File: config.mk
export PLATFORM = sky130hd
export DESIGN_NAME = dtw_ref_streamer
export DESIGN_NICKNAME = d
export VERILOG_FILES = /design/src/rtl/dtw_pkg.sv /design/src/rtl/dtw_ref_skid_fifo.sv /design/src/rtl/dtw_ref_streamer.sv
export SDC_FILE = /design/constraint.sdc
export NUM_CORES = 1
export LEC_CHECK = 0
export ABC_AREA = 1
export BUFFER_PORTS_ARGS = -buffer_cell sky130_fd_sc_hd__buf_2
export CAP_MARGIN = 5
export CORE_UTILIZATION = 59
export CTS_CLUSTER_SIZE = 30
export DETAILED_ROUTE_END_ITERATION = 7
export HOLD_SLACK_MARGIN = 0.06
export PLACE_DENSITY = 0.79
export SYNTH_ARGS = -nofsm -noshare
export SYNTH_HDL_FRONTEND = slang
export SYNTH_SLANG_ARGS = --single-unit
File: constraint.sdc
create_clock -name clk_in -period 2.15 [get_ports clk_in]
set_input_delay 0.3225 -clock clk_in [delete_from_list [all_inputs] [get_ports clk_in]]
set_output_delay 0.3225 -clock clk_in [all_outputs]
set_load 0.03 [all_outputs]
File: src/rtl/dtw_pkg.sv
// Purpose: shared types for the DTW reference streamer (FSM states, per-sample tags).
// Latency: n/a (types only).
// Backpressure: n/a.
package dtw_pkg;

  typedef enum logic [1:0] {
    ST_IDLE  = 2'd0,
    ST_ISSUE = 2'd1,
    ST_DRAIN = 2'd2
  } dtw_state_t;

  // Tags travel with each read through the in-flight pipe and the skid FIFO.
  typedef struct packed {
    logic last_pass;
    logic last_job;
  } smp_tag_t;

  localparam int SMP_TAG_W = $bits(smp_tag_t);

endpackage

File: src/rtl/dtw_ref_skid_fifo.sv
// Purpose: small synchronous FIFO absorbing read returns ahead of the sample stream.
// Latency: push visible on the read side one cycle later (storage is registered).
// Backpressure: none of its own; producer must not push when full, pop ignored when empty.
// Ports: clk/rst_n, flush (sync clear), push/push_dat, pop/pop_dat, empty, full, count.
module dtw_ref_skid_fifo #(
  parameter int WIDTH = 18,
  parameter int DEPTH = 4
) (
  input  logic                     clk,
  input  logic                     rst_n,
  input  logic                     flush,
  input  logic                     push,
  input  logic [WIDTH-1:0]         push_dat,
  input  logic                     pop,
  output logic [WIDTH-1:0]         pop_dat,
  output logic                     empty,
  output logic                     full,
  output logic [$clog2(DEPTH):0]   count
);

  localparam int AW = $clog2(DEPTH);

  logic [WIDTH-1:0] mem [DEPTH];
  logic [AW-1:0]    wr_ptr, rd_ptr;
  logic [AW:0]      count_q;
  logic             push_ok, pop_ok;

  assign empty   = (count_q == '0);
  assign full    = (count_q == (AW+1)'(DEPTH));
  assign count   = count_q;
  assign pop_dat = mem[rd_ptr];
  assign push_ok = push & ~full;
  assign pop_ok  = pop & ~empty;

  always_ff @(posedge clk) begin
    if (push_ok) begin
      mem[wr_ptr] <= push_dat;
    end
  end

  always_ff @(posedge clk or negedge rst_n) begin
    if (!rst_n) begin
      wr_ptr  <= '0;
      rd_ptr  <= '0;
      count_q <= '0;
    end else if (flush) begin
      wr_ptr  <= '0;
      rd_ptr  <= '0;
      count_q <= '0;
    end else begin
      if (push_ok) wr_ptr <= wr_ptr + AW'(1);
      if (pop_ok)  rd_ptr <= rd_ptr + AW'(1);
      case ({push_ok, pop_ok})
        2'b10:   count_q <= count_q + (AW+1)'(1);
        2'b01:   count_q <= count_q - (AW+1)'(1);
        default: count_q <= count_q;
      endcase
    end
  end

endmodule

File: src/rtl/dtw_ref_streamer.sv
// Purpose: scans reference memory 0..len-1 for num_passes passes and streams tagged samples to the PE array.
// Latency: first sample valid RD_LATENCY+1 cycles after an accepted start; then one sample/cycle.
// Backpressure: credit-limited read issue into a skid FIFO; nothing is dropped while ready is low.
// Ports: start/abort control, ref_len/num_passes job config, ref_addr/ref_data to the ref core,
//        smp_* valid/ready stream with last-of-pass/last-of-job tags, busy/done/err_not_loaded status.
module dtw_ref_streamer
  import dtw_pkg::*;
#(
  parameter int DATA_WIDTH       = 16,
  parameter int ADDR_WIDTH       = 32,
  parameter int REFMEM_PTR_WIDTH = 20,
  parameter int PASS_WIDTH       = 16,
  parameter int RD_LATENCY       = 2,
  parameter int FIFO_DEPTH       = 4
) (
  input  logic                        clk_in,
  input  logic                        rst_n_in,
  input  logic                        start_in,
  input  logic                        abort_in,
  input  logic [ADDR_WIDTH-1:0]       ref_len_in,
  input  logic [PASS_WIDTH-1:0]       num_passes_in,
  input  logic                        ref_load_done_in,
  output logic [REFMEM_PTR_WIDTH-1:0] ref_addr_out,
  input  logic [DATA_WIDTH-1:0]       ref_data_in,
  output logic [DATA_WIDTH-1:0]       smp_data_out,
  output logic                        smp_valid_out,
  input  logic                        smp_ready_in,
  output logic                        smp_last_pass_out,
  output logic                        smp_last_job_out,
  output logic                        busy_out,
  output logic                        done_out,
  output logic                        err_not_loaded_out
);

  localparam int CNT_W = $clog2(FIFO_DEPTH) + 1;
  localparam int FW    = DATA_WIDTH + SMP_TAG_W;

  dtw_state_t                  state_q, state_d;
  logic [REFMEM_PTR_WIDTH-1:0] addr_q, len_m1_q, len_lo;
  logic [PASS_WIDTH-1:0]       pass_q, passes_m1_q;
  logic [RD_LATENCY-1:0]       pipe_vld_q;
  smp_tag_t                    pipe_tag_q [RD_LATENCY];
  logic                        done_q, err_q;
  logic                        issue, load, done_d, err_set, err_clr;
  logic                        last_pass_now, last_job_now;
  logic [CNT_W-1:0]            inflight, fifo_cnt;
  logic                        credit_ok;
  logic                        fifo_push, fifo_pop, fifo_empty, fifo_full;
  logic [FW-1:0]               fifo_dout;
  smp_tag_t                    out_tag;
  logic                        unused_len_hi;

  // Only the low pointer bits of the length address the reference memory.
  assign len_lo        = ref_len_in[REFMEM_PTR_WIDTH-1:0];
  assign unused_len_hi = ^ref_len_in[ADDR_WIDTH-1:REFMEM_PTR_WIDTH];

  assign last_pass_now = (addr_q == len_m1_q);
  assign last_job_now  = last_pass_now && (pass_q == passes_m1_q);

  always_comb begin
    inflight = '0;
    for (int i = 0; i < RD_LATENCY; i++) begin
      inflight = inflight + CNT_W'(pipe_vld_q[i]);
    end
  end

  // Reserve a FIFO slot for every read still in the memory pipe, so a return can never find it full.
  assign credit_ok = ({1'b0, fifo_cnt} + {1'b0, inflight}) < (CNT_W+1)'(FIFO_DEPTH);

  always_comb begin
    state_d = state_q;
    issue   = 1'b0;
    load    = 1'b0;
    done_d  = 1'b0;
    err_set = 1'b0;
    err_clr = 1'b0;
    case (state_q)
      ST_IDLE: begin
        if (start_in && !abort_in) begin
          if (!ref_load_done_in) begin
            err_set = 1'b1;
          end else begin
            err_clr = 1'b1;
            if (len_lo == '0 || num_passes_in == '0) begin
              done_d = 1'b1;
            end else begin
              load    = 1'b1;
              state_d = ST_ISSUE;
            end
          end
        end
      end
      ST_ISSUE: begin
        if (credit_ok) begin
          issue = 1'b1;
          if (last_job_now) state_d = ST_DRAIN;
        end
      end
      ST_DRAIN: begin
        if (inflight == '0 && fifo_empty) begin
          state_d = ST_IDLE;
          done_d  = 1'b1;
        end
      end
      default: state_d = ST_IDLE;
    endcase
    if (abort_in) begin
      state_d = ST_IDLE;
      issue   = 1'b0;
      done_d  = 1'b0;
    end
  end

  always_ff @(posedge clk_in or negedge rst_n_in) begin
    if (!rst_n_in) state_q <= ST_IDLE;
    else           state_q <= state_d;
  end

  always_ff @(posedge clk_in or negedge rst_n_in) begin
    if (!rst_n_in) begin
      addr_q      <= '0;
      len_m1_q    <= '0;
      pass_q      <= '0;
      passes_m1_q <= '0;
      pipe_vld_q  <= '0;
      for (int i = 0; i < RD_LATENCY; i++) pipe_tag_q[i] <= '0;
      done_q      <= 1'b0;
      err_q       <= 1'b0;
    end else begin
      done_q <= done_d;
      if (err_set)      err_q <= 1'b1;
      else if (err_clr) err_q <= 1'b0;

      // Address advances only after an issue, and not after the job's final read,
      // so it keeps showing the last issued address once the job is done.
      if (load) begin
        addr_q      <= '0;
        pass_q      <= '0;
        len_m1_q    <= len_lo - REFMEM_PTR_WIDTH'(1);
        passes_m1_q <= num_passes_in - PASS_WIDTH'(1);
      end else if (issue && !last_job_now) begin
        if (last_pass_now) begin
          addr_q <= '0;
          pass_q <= pass_q + PASS_WIDTH'(1);
        end else begin
          addr_q <= addr_q + REFMEM_PTR_WIDTH'(1);
        end
      end

      if (abort_in) begin
        pipe_vld_q <= '0;
      end else begin
        pipe_vld_q[0] <= issue;
        for (int i = 1; i < RD_LATENCY; i++) pipe_vld_q[i] <= pipe_vld_q[i-1];
      end
      pipe_tag_q[0] <= '{last_pass: last_pass_now, last_job: last_job_now};
      for (int i = 1; i < RD_LATENCY; i++) pipe_tag_q[i] <= pipe_tag_q[i-1];
    end
  end

  assign fifo_push = pipe_vld_q[RD_LATENCY-1] & ~abort_in;
  assign fifo_pop  = smp_valid_out & smp_ready_in;

  dtw_ref_skid_fifo #(
    .WIDTH (FW),
    .DEPTH (FIFO_DEPTH)
  ) u_fifo (
    .clk      (clk_in),
    .rst_n    (rst_n_in),
    .flush    (abort_in),
    .push     (fifo_push),
    .push_dat ({pipe_tag_q[RD_LATENCY-1], ref_data_in}),
    .pop      (fifo_pop),
    .pop_dat  (fifo_dout),
    .empty    (fifo_empty),
    .full     (fifo_full),
    .count    (fifo_cnt)
  );

  a_no_overflow: assert property (@(posedge clk_in) disable iff (!rst_n_in) !(fifo_push && fifo_full));

  assign out_tag            = smp_tag_t'(fifo_dout[FW-1:DATA_WIDTH]);
  assign smp_valid_out      = ~fifo_empty;
  assign smp_data_out       = smp_valid_out ? fifo_dout[DATA_WIDTH-1:0] : '0;
  assign smp_last_pass_out  = smp_valid_out & out_tag.last_pass;
  assign smp_last_job_out   = smp_valid_out & out_tag.last_job;
  assign ref_addr_out       = addr_q;
  assign busy_out           = (state_q == ST_ISSUE) || (state_q == ST_DRAIN);
  assign done_out           = done_q;
  assign err_not_loaded_out = err_q;

endmodule

==> metrics.yaml <==
status: "finished clean"
worstPathMaxFanout: 37
crit_path_end: "smp_data_out[8]"
rows: 44
finalPower_mw: 10.91
layout_common_cells: "nand2_1 (277), nor2_1 (167), inv_1 (112)"
reg2reg_to: "pass_q[9]"
endpoint_kind: "primary output"
cts.clk_slew.worst_paths_ns: 0.06
setup-violations-final: 0
cts_tree: "built"
cts_buffers: 17
criticalPathCategory: "reg2out"
required_ns: 1.83
io_pins: 112
slew_violations: 0
insertion_delay_ns: 0.43
fin_skew_ns: 0.007779
wl_per_cell_um: 14.24
period_minus_slack_ns: 2.034
synth-edff-count: 72
drive_above_1_share: 0.1727
hold_path_class: "in2reg"
dieArea_um2: 15470
drtIter0Drc: 699
synthArstFlopShare: 0.5528
drt-pass1-iter-count: 5
synth_seq_area_share: 0.4969
leakagePower_nw: 4.890
syn-instance-count: 1080
syn_to_final_growth_pct: 18.06
hold_viol: 0
fill_cells: 1137
synth_area_per_cell_um2: 8.179
synth_fp_nets: 1168
grt_pass1_wl_um: 32520
core-area_um2: 14590
io_buffer_count: 99
synth.area.top_cells: "dfrtp_1 (25%), edfxtp_1 (24%), nand2_1 (12%), nor2_1 (7.1%), inv_1 (4.8%)"
die_y_um: 124.4
route.detailed.drc: 0
gr-total-overflow: 0
slew_headroom: 0.6734
ff2ff_path_depth: 12
finalNetCount: 1291
finalCritPeriodShare: 0.9459
antenna_found_initial: 0
cp_data_arrival_time_ns: 1.71
die_w_um: 124.4
cts_max_path_buffers: 2
antenna_left: 0
initial_utilization: 0.6055
critPathLaunchType: "flip-flop"
synth_top_area_frac: 0.2521
maxCapViolCount: 0
ys_warn_count: 0
post-cts-setup-buffers: 0
grt_max_degree: 41
grt_pass1_vias: 6882
via_count: 7433
fmax_mhz: 491.7
reg2reg_setup_slack_ns: 0.12
track_usage: 0.2622
hold_ws_ns: 0.1011
synth_cell_types: 35
ys_ff_latch: 161
clock-sinks: 161
dp_hpwl_um: 13760
ir_drop_mv: 0.7171
h-tree-depth: 4
diodes: 0
layout_commonest_cell: "nand2_1"
critical_path.startpoint: "u_fifo.rd_ptr[0]"
synth_area_leader_cell: "dfrtp_1"
r2r_start: "state_q[1]"
routed_wl_um: 19940
vias_per_cell: 5.309
tightest_slew_ns: 0.4862
ys.flop_type: "dfrtp_1"
place_congestion: 0.8930
cts-root-buf: "clkbuf_16"
p_per_area_nw_per_um2: 1046
synth_area_um2: 8833
power by group:
part | switching, mW | internal (mW) | leakage (nW)
combinational | 2.41 | 1.39 | 2.81
clock | 1.22 | 1.71 | 0.271
sequential | 0.451 | 3.73 | 1.81
layer usage:
metal	part of all wire	GRT usage
met1	0.45	0.3411
met3	0.058	0.04854
met4	0.015	0.09639
met5	0	0
met2	0.48	0.4374
area by class of cell:
type                       count  area [um^2]  area share
multi-input combinational    766         3844      0.3686
clock buffer                  19        432.9     0.04151
sequential                   161         4392      0.4211
inverter                     119        449.2     0.04307
timing repair buffer         138        945.9     0.09070
tap                          184        230.2     0.02208
clock inverter                13        135.1     0.01296
critical path: stages (launching register included):
cell and delay [ns]:
dfrtp_2 0.45, inv_1 0.12, buf_12 0.19, o21ai_0 0.12, a21oi_1 0.19, buf_2 0.22
cells by family after synthesis:
logic type	count (synthesis)	synth area share
buf+inv	153	0.07167
compound gates	119	0.07408
fa+ha+maj	18	0.02635
simple gates	573	0.2755
flops	161	0.4969
xor+xnor	56	0.05552
synth_stat cells, types with 8 or more instances:
cell / n
a21oi_1: 27
nand4_1: 18
o21ai_0: 77
clkbuf_1: 14
xnor2_1: 27
nand3_1: 59
dfrtp_1: 89
nor3_1: 22
nor2_1: 168
nand2_1: 279
buf_2: 11
o21ai_2: 8
ha_1: 17
edfxtp_1: 72
xor2_1: 29
inv_1: 112
nand3_2: 10
flip-flops by register name (all words and copies together) (netlist names), 3 cells and up:
name,cells
u_fifo.mem,72
len_m1_q,20
ref_addr_out,20
pass_q,16
passes_m1_q,16
pipe_tag_q,4
u_fifo.count,3
through the flow:
stage	TNS (ns)	util	std cells	setup slack, ns	cell area, um^2
floorplan	0	-	1080	0.09116	8833
global placement	0	0.6672	1365	0.1100	9733
detailed placement	0	0.6672	1365	0.03779	9733
CTS	0	0.7073	1398	0.04134	10320
global route	-0.01840	0.7148	1400	-0.01599	10430
finish	0	0.7148	1400	0.1162	10430
worst min path at each step:
| stage | from | end | slack, ns | cells after the start |
|---|---|---|---|---|
| after floorplan | rst_n_in | done_out | 0.03 | 0 |
| after global placement | rst_n_in | pipe_tag_q[1] | 0.31 | 1 |
| after detailed placement | rst_n_in | pipe_tag_q[1] | 0.31 | 1 |
| after CTS | abort_in | pipe_vld_q[1] | 0.09 | 2 |
| after global routing | abort_in | done_out | 0.10 | 2 |
| final | ref_len_in[0] | len_m1_q[0] | 0.10 | 2 |
repair_timing:
item / in CTS / in global routing
endpoints found under the setup margin: 4 / 27
gates cloned: 0 / 2
endpoints found under the hold margin: 32 / 0
hold buffers: 1 / 0
resized for setup: 2 / 22
No activity file was read; power rests on OpenSTA's default activity.
